$ cat config.mk
export PLATFORM = sky130hd
export DESIGN_NAME = sonic_ctrl_flat
export DESIGN_NICKNAME = d
export VERILOG_FILES = /design/src/rtl/sonic_ctrl_if.sv /design/src/rtl/sonic_ctrl.sv /design/src/flat_wrapper.sv
export SDC_FILE = /design/constraint.sdc
export NUM_CORES = 1
export LEC_CHECK = 0
export CORE_MARGIN = 8
export CORE_UTILIZATION = 50
export CTS_BUF_LIST = sky130_fd_sc_hd__clkbuf_2 sky130_fd_sc_hd__clkbuf_4 sky130_fd_sc_hd__clkbuf_8
export DETAILED_ROUTE_END_ITERATION = 16
export PLACE_DENSITY = 0.72
export RECOVER_POWER = 25
export SLEW_MARGIN = 20
export SYNTH_ARGS = -nofsm -noshare
export SYNTH_HDL_FRONTEND = slang
export SYNTH_SLANG_ARGS = --single-unit
$ cat constraint.sdc
create_clock -name clk -period 3.5 [get_ports clk]
set_input_delay 0.875 -clock clk [delete_from_list [all_inputs] [get_ports clk]]
set_output_delay 0.875 -clock clk [all_outputs]
set_load 0.02 [all_outputs]
$ cat src/rtl/sonic_ctrl_if.sv
// sonic_ctrl_if: control, echo and read-stage handshake bundle for the ultrasonic sequencer.
interface sonic_if #(parameter int CNT_W = 33);
  logic             i_start;
  logic             i_auto;
  logic             i_echo;
  logic             i_done_read;
  logic             o_trig;
  logic             o_idle;
  logic             o_read;
  logic             o_timeout;
  logic             o_busy;
  logic [CNT_W-1:0] o_echo_cnt;
  modport master (
    output i_start, i_auto, i_echo, i_done_read,
    input  o_trig, o_idle, o_read, o_timeout, o_busy, o_echo_cnt
  );
  modport slave (
    input  i_start, i_auto, i_echo, i_done_read,
    output o_trig, o_idle, o_read, o_timeout, o_busy, o_echo_cnt
  );
endinterface

$ cat src/rtl/sonic_ctrl.sv
// sonic_ctrl: ultrasonic trigger/echo sequencer with echo timeout, hold-off and read-stage handshake.
module sonic_ctrl #(
  parameter int TRIG_CYCLES    = 1000,
  parameter int TIMEOUT_CYCLES = 3800000,
  parameter int HOLDOFF_CYCLES = 6000000,
  parameter int CNT_W          = 33
) (
  input logic    clk,
  input logic    rst_n,
  sonic_if.slave bus
);
  typedef enum logic [2:0] {IDLE, TRIG, WAIT_RISE, MEASURE, READ, HOLDOFF} state_t;
  localparam logic [CNT_W-1:0] TRIG_LAST = CNT_W'(TRIG_CYCLES - 1);
  localparam logic [CNT_W-1:0] TO_LAST   = CNT_W'(TIMEOUT_CYCLES - 1);
  localparam logic [CNT_W-1:0] TO_MAX    = CNT_W'(TIMEOUT_CYCLES);
  localparam logic [CNT_W-1:0] HO_LAST   = CNT_W'(HOLDOFF_CYCLES - 1);
  state_t           state_q, state_d;
  logic [CNT_W-1:0] cnt_q, cnt_d, echo_cnt_q, echo_cnt_d;
  logic [2:0]       sync_q;
  logic             timeout_q, timeout_d, trig_q, idle_q, read_q, busy_q;
  logic             rise, fall;
  // sync_q = {previous echo_s, echo_s, metastable stage}
  assign rise = sync_q[1] & ~sync_q[2];
  assign fall = ~sync_q[1] & sync_q[2];
  always_comb begin
    state_d    = state_q;
    cnt_d      = cnt_q + 1'b1;
    echo_cnt_d = echo_cnt_q;
    timeout_d  = 1'b0;
    case (state_q)
      IDLE: begin
        cnt_d = '0;
        if (bus.i_start | bus.i_auto) state_d = TRIG;
      end
      TRIG: if (cnt_q == TRIG_LAST) begin
        state_d = WAIT_RISE;
        cnt_d   = '0;
      end
      WAIT_RISE: if (rise) begin
        state_d = MEASURE;
        cnt_d   = CNT_W'(1);
      end else if (cnt_q == TO_LAST) begin
        state_d   = HOLDOFF;
        cnt_d     = '0;
        timeout_d = 1'b1;
      end
      // echo_s is high throughout MEASURE until the falling edge, so every cycle counts
      MEASURE: if (fall) begin
        state_d    = READ;
        echo_cnt_d = cnt_q;
      end else if (cnt_q == TO_MAX) begin
        state_d   = HOLDOFF;
        cnt_d     = '0;
        timeout_d = 1'b1;
      end
      READ: begin
        cnt_d = '0;
        if (bus.i_done_read) state_d = HOLDOFF;
      end
      HOLDOFF: if (cnt_q == HO_LAST) begin
        state_d = IDLE;
        cnt_d   = '0;
      end
      default: state_d = IDLE;
    endcase
  end
  always_ff @(posedge clk or negedge rst_n) begin
    if (!rst_n) begin
      state_q    <= IDLE;
      cnt_q      <= '0;
      echo_cnt_q <= '0;
      sync_q     <= '0;
      timeout_q  <= 1'b0;
      trig_q     <= 1'b0;
      idle_q     <= 1'b1;
      read_q     <= 1'b0;
      busy_q     <= 1'b0;
    end else begin
      state_q    <= state_d;
      cnt_q      <= cnt_d;
      echo_cnt_q <= echo_cnt_d;
      sync_q     <= {sync_q[1:0], bus.i_echo};
      timeout_q  <= timeout_d;
      trig_q     <= state_d == TRIG;
      idle_q     <= state_d == IDLE;
      read_q     <= state_d == READ;
      busy_q     <= state_d != IDLE;
    end
  end
  assign bus.o_trig     = trig_q;
  assign bus.o_idle     = idle_q;
  assign bus.o_read     = read_q;
  assign bus.o_timeout  = timeout_q;
  assign bus.o_busy     = busy_q;
  assign bus.o_echo_cnt = echo_cnt_q;
endmodule

$ cat src/flat_wrapper.sv
// flat-port wrapper written by rule: the top's interface ports become plain ports
module sonic_ctrl_flat 
#(
  parameter int TRIG_CYCLES    = 1000,
  parameter int TIMEOUT_CYCLES = 3800000,
  parameter int HOLDOFF_CYCLES = 6000000,
  parameter int CNT_W          = 33
)
  (clk, rst_n, bus_i_start, bus_i_auto, bus_i_echo, bus_i_done_read, bus_o_trig, bus_o_idle, bus_o_read, bus_o_timeout, bus_o_busy, bus_o_echo_cnt);
  sonic_if #(.CNT_W(CNT_W)) bus_i ();
  input logic clk;
  input logic rst_n;
  input wire logic [$bits(bus_i.i_start)-1:0] bus_i_start;
  input wire logic [$bits(bus_i.i_auto)-1:0] bus_i_auto;
  input wire logic [$bits(bus_i.i_echo)-1:0] bus_i_echo;
  input wire logic [$bits(bus_i.i_done_read)-1:0] bus_i_done_read;
  output wire logic [$bits(bus_i.o_trig)-1:0] bus_o_trig;
  output wire logic [$bits(bus_i.o_idle)-1:0] bus_o_idle;
  output wire logic [$bits(bus_i.o_read)-1:0] bus_o_read;
  output wire logic [$bits(bus_i.o_timeout)-1:0] bus_o_timeout;
  output wire logic [$bits(bus_i.o_busy)-1:0] bus_o_busy;
  output wire logic [$bits(bus_i.o_echo_cnt)-1:0] bus_o_echo_cnt;
  assign bus_i.i_start = bus_i_start;
  assign bus_i.i_auto = bus_i_auto;
  assign bus_i.i_echo = bus_i_echo;
  assign bus_i.i_done_read = bus_i_done_read;
  assign bus_o_trig = bus_i.o_trig;
  assign bus_o_idle = bus_i.o_idle;
  assign bus_o_read = bus_i.o_read;
  assign bus_o_timeout = bus_i.o_timeout;
  assign bus_o_busy = bus_i.o_busy;
  assign bus_o_echo_cnt = bus_i.o_echo_cnt;
  sonic_ctrl #(.TRIG_CYCLES(TRIG_CYCLES), .TIMEOUT_CYCLES(TIMEOUT_CYCLES), .HOLDOFF_CYCLES(HOLDOFF_CYCLES), .CNT_W(CNT_W)) u_core (.clk(clk), .rst_n(rst_n), .bus(bus_i));
endmodule
==> results.py <==
metrics = {
    "outcome": {
        "status": "complete, but fails checks",
        "violations": "max-capacitance violations, max-slew violations",
    },
    "global_route": {
        "grt_pass1_vias": 2524,
        "grt.overflow.total": 0,
        "grt.total_usage_pct": 15.32,
        "grt_pass1_wl_mm": 12.43,
        "antenna_found_initial": 0,
        "grt_max_degree": 78,
    },
    "synthesis": {
        "synth.distinct_cells": 49,
        "syn_area_per_cell_um2": 11.74,
        "async_flop_share_pct": 100.0,
        "synth_edf_count": 0,
        "yosysTopAreaCell": "dfrtp_1",
        "syn_area_um2": 3769,
        "ys.flop_type": "dfrtp_1",
        "postSynthNetCount": 329,
        "syn_inst": 321,
        "synth_top_area_share_pct": 50.46,
        "yosysWarnings": 0,
        "seq_area_frac_synth_pct": 51.16,
        "netlist_top_cells_area": "dfrtp_1, mux2_2, xor2_1, nor2_2, nand2_1",
        "yosys_register_bits": 77,
    },
    "route": {
        "firstDrtPassIters": 4,
        "drt_iter0_drc": 147,
        "drcViolationCount": 0,
        "via_count": 2526,
        "wl_per_cell_um": 15.74,
        "antenna_left": 0,
        "wl_mm": 7.399,
        "routed_via_density": 5.374,
    },
    "setup_path": {
        "crit_family": "simple AND/OR/NAND/NOR gates",
        "worstSetupPathType": "flop to flop",
        "timing.rr.start": "u_core.cnt_q[10]",
        "cp_max_fo": 18,
        "cp_slowest_cell": "or4_1",
        "start_kind": "flop",
        "cp-startpoint": "u_core.cnt_q[10]",
        "worst_path_largest_cell_delay_ns": 0.62,
        "cp_common_cell": "nor4_2",
        "cp-end-kind": "flop",
        "critical_path.cell_chain": "nand3b_2, or4_1, nor4_2, nor4_2, nor3_4, buf_4, nor2_2",
        "crit_required_ns": 3.73,
        "cp_data_arrival_time_ns": 2.86,
        "critical_path_buf_inv_count": 1,
    },
    "finish": {
        "final_common_cell": "dfrtp_1",
        "layout-drive-gt1-share_pct": 28.84,
        "n_antenna_cell": 0,
        "nets": 375,
        "n_fill_cell": 627,
        "mostFrequentLayoutCells": "dfrtp_1, clkdlybuf4s50_1, mux2_2",
        "fin_area_um2": 4457,
        "syn2layout_area_growth_pct": 18.26,
    },
    "sta": {
        "tightest_slew_ns": 1.854,
        "setup_viol": 0,
        "skew_ns": 0.006966,
        "rsz0062_at_grt": "no",
        "hold_violations": 0,
        "tns_ns": 0,
        "period_needed_ns": 2.635,
        "drv_slew": 78,
        "maxSlewHeadroom_pct": -23.61,
        "worst_slack_ns": 0.8648,
        "timing.final.crit_share_pct": 75.29,
        "fmax_mhz": 379.5,
    },
    "hold_path": {
        "hp-class": "flop to flop",
        "hp-start": "u_core.sync_q[0]",
    },
    "placed_design": {
        "gp_congestion": 0.9014,
        "hpwl_mm": 5.249,
        "postPlaceCellArea_um2": 4242,
        "io_buffers": 43,
        "place_ws_ns": 0.8695,
    },
    "cts": {
        "clk_latency_ns": 0.34,
        "post_cts_buffers": 0,
        "path_clk_slew_ns": 0.07,
        "h-tree-depth": 3,
        "hold_buffers": 0,
        "cts_resized": 0,
        "cts_tree": "done",
        "clock-root-buffer": "clkbuf_8",
        "cts_max_path_buffers": 2,
        "clock-sinks": 77,
        "cts_buffers": 9,
    },
    "die": {
        "start_util_pct": 51.68,
        "core_region_area_um2": 7292,
        "chipWidth_um": 102.8,
        "die_h_um": 102.8,
        "ios": 44,
        "row_count": 31,
        "die_area_um2": 10570,
    },
    "power_and_ir_drop": {
        "swShare_pct": 19.80,
        "switchingPower_mw": 0.3260,
        "power_density_nw_per_um2": 369.5,
        "p_leak_nw": 1.978,
        "p_seq_share_pct": 54.2,
        "clockPowerShare_pct": 44.3,
        "peakVddDrop_v": 0.0002508,
        "pwr-share-comb_pct": 1.5,
        "internal_power_mw": 1.321,
    },
    "run": {
        "maxCapViolations": 1,
    },
}
-- power groups by stage --
| stage | combinational (mW) | sequential (mW) | clock, mW |
|---|---|---|---|
| finish | 0.0254 | 0.892 | 0.729 |
| CTS | 0.0275 | 0.892 | 0.747 |
| global placement | 0.0273 | 0.909 | 0 |
| detailed placement | 0.0274 | 0.909 | 0 |
| global route | 0.0300 | 0.892 | 0.784 |
| floorplan | 0.00371 | 0.909 | 0 |
-- metal layers --
layer	routed length [um]	vias to the layer above	global-route usage (%)
li1	-	1206	-
met1	3300	1233	19.46
met2	3493	80	23.83
met3	501	7	4.997
met4	103	0	5.673
met5	0	-	0
-- through the flow --
| step | hold slack, ns | total power [mW] | utilization [%] | cells |
|---|---|---|---|---|
| 2_1_floorplan | 0.3312 | 0.9129 | - | 321 |
| 3_3_place_gp | 0.3370 | 0.9365 | 58.17 | 455 |
| 3_5_place_dp | 0.3373 | 0.9366 | 58.17 | 455 |
| 4_1_cts | 0.3534 | 1.667 | 61.15 | 470 |
| 5_1_grt | 0.3839 | 1.707 | 61.12 | 470 |
| 6_report | 0.3505 | 1.647 | 61.12 | 470 |
-- cells by family (layout without fill, tap and decap cells) --
kind of cell	count (synthesis)	in the layout	share of synthesized area (%)
AOI/OAI and AO/OA	15	15	2.888
xor gates and xnor gates	31	31	7.205
adders and majority gates	2	2	0.6639
buffers and inverters	18	68	3.652
DFF	77	77	51.16
muxes	33	33	9.861
and+or+nand+nor	145	145	24.57
-- area by class of cell --
| type | count | area, um2 | area share, % |
|---|---|---|---|
| clock inverters | 4 | 72.57 | 1.628 |
| well taps | 99 | 123.9 | 2.779 |
| flip-flops and latches | 77 | 1928 | 43.26 |
| inverters | 5 | 18.77 | 0.4211 |
| clock buffers | 11 | 145.1 | 3.257 |
| multi-input cells | 226 | 1705 | 38.27 |
| repair buffers | 48 | 462.9 | 10.39 |
-- cell usage after synthesis (all sizes together) (5+ instances only) --
library cell  number
nand4              7
and3              11
xor2              22
xnor2              9
nand2             22
nor2              38
nor3               7
buf               10
or4                6
inv                5
mux2              33
nand3             18
nor2b              5
dfrtp             76
nand2b             6
nor4               9
a21oi              6
-- state kept, by name (all words and copies together) (netlist names) --
signal                 cells
u_core.bus.o_idle          1
u_core.bus.o_trig          1
u_core.cnt_q              33
u_core.bus.o_busy          1
u_core.bus.o_read          1
u_core.bus.o_timeout       1
u_core.sync_q              3
u_core.bus.o_echo_cnt     33
u_core.state_q             3
-- worst reg2reg max path, cell delays in order, from the launching register on --
cell and delay [ns]:
dfrtp_1 0.43, nand3b_2 0.24, or4_1 0.62, nor4_2 0.55
nor4_2 0.12, nor3_4 0.14, buf_4 0.32, nor2_2 0.08
-- worst paths after layout --
kind | slack, ns | endpoint | cells after the start
min reg2reg | 0.35 | u_core.sync_q[1] | 0
min in group asynchronous | 1.01 | u_core.bus.o_read | 1
max | 0.86 | u_core.cnt_q[24] | 7
max in group asynchronous | 1.37 | u_core.cnt_q[6] | 1
max reg2reg | 0.86 | u_core.cnt_q[24] | 7
min | 0.35 | u_core.sync_q[1] | 0
No activity file was read; power rests on OpenSTA's default activity.
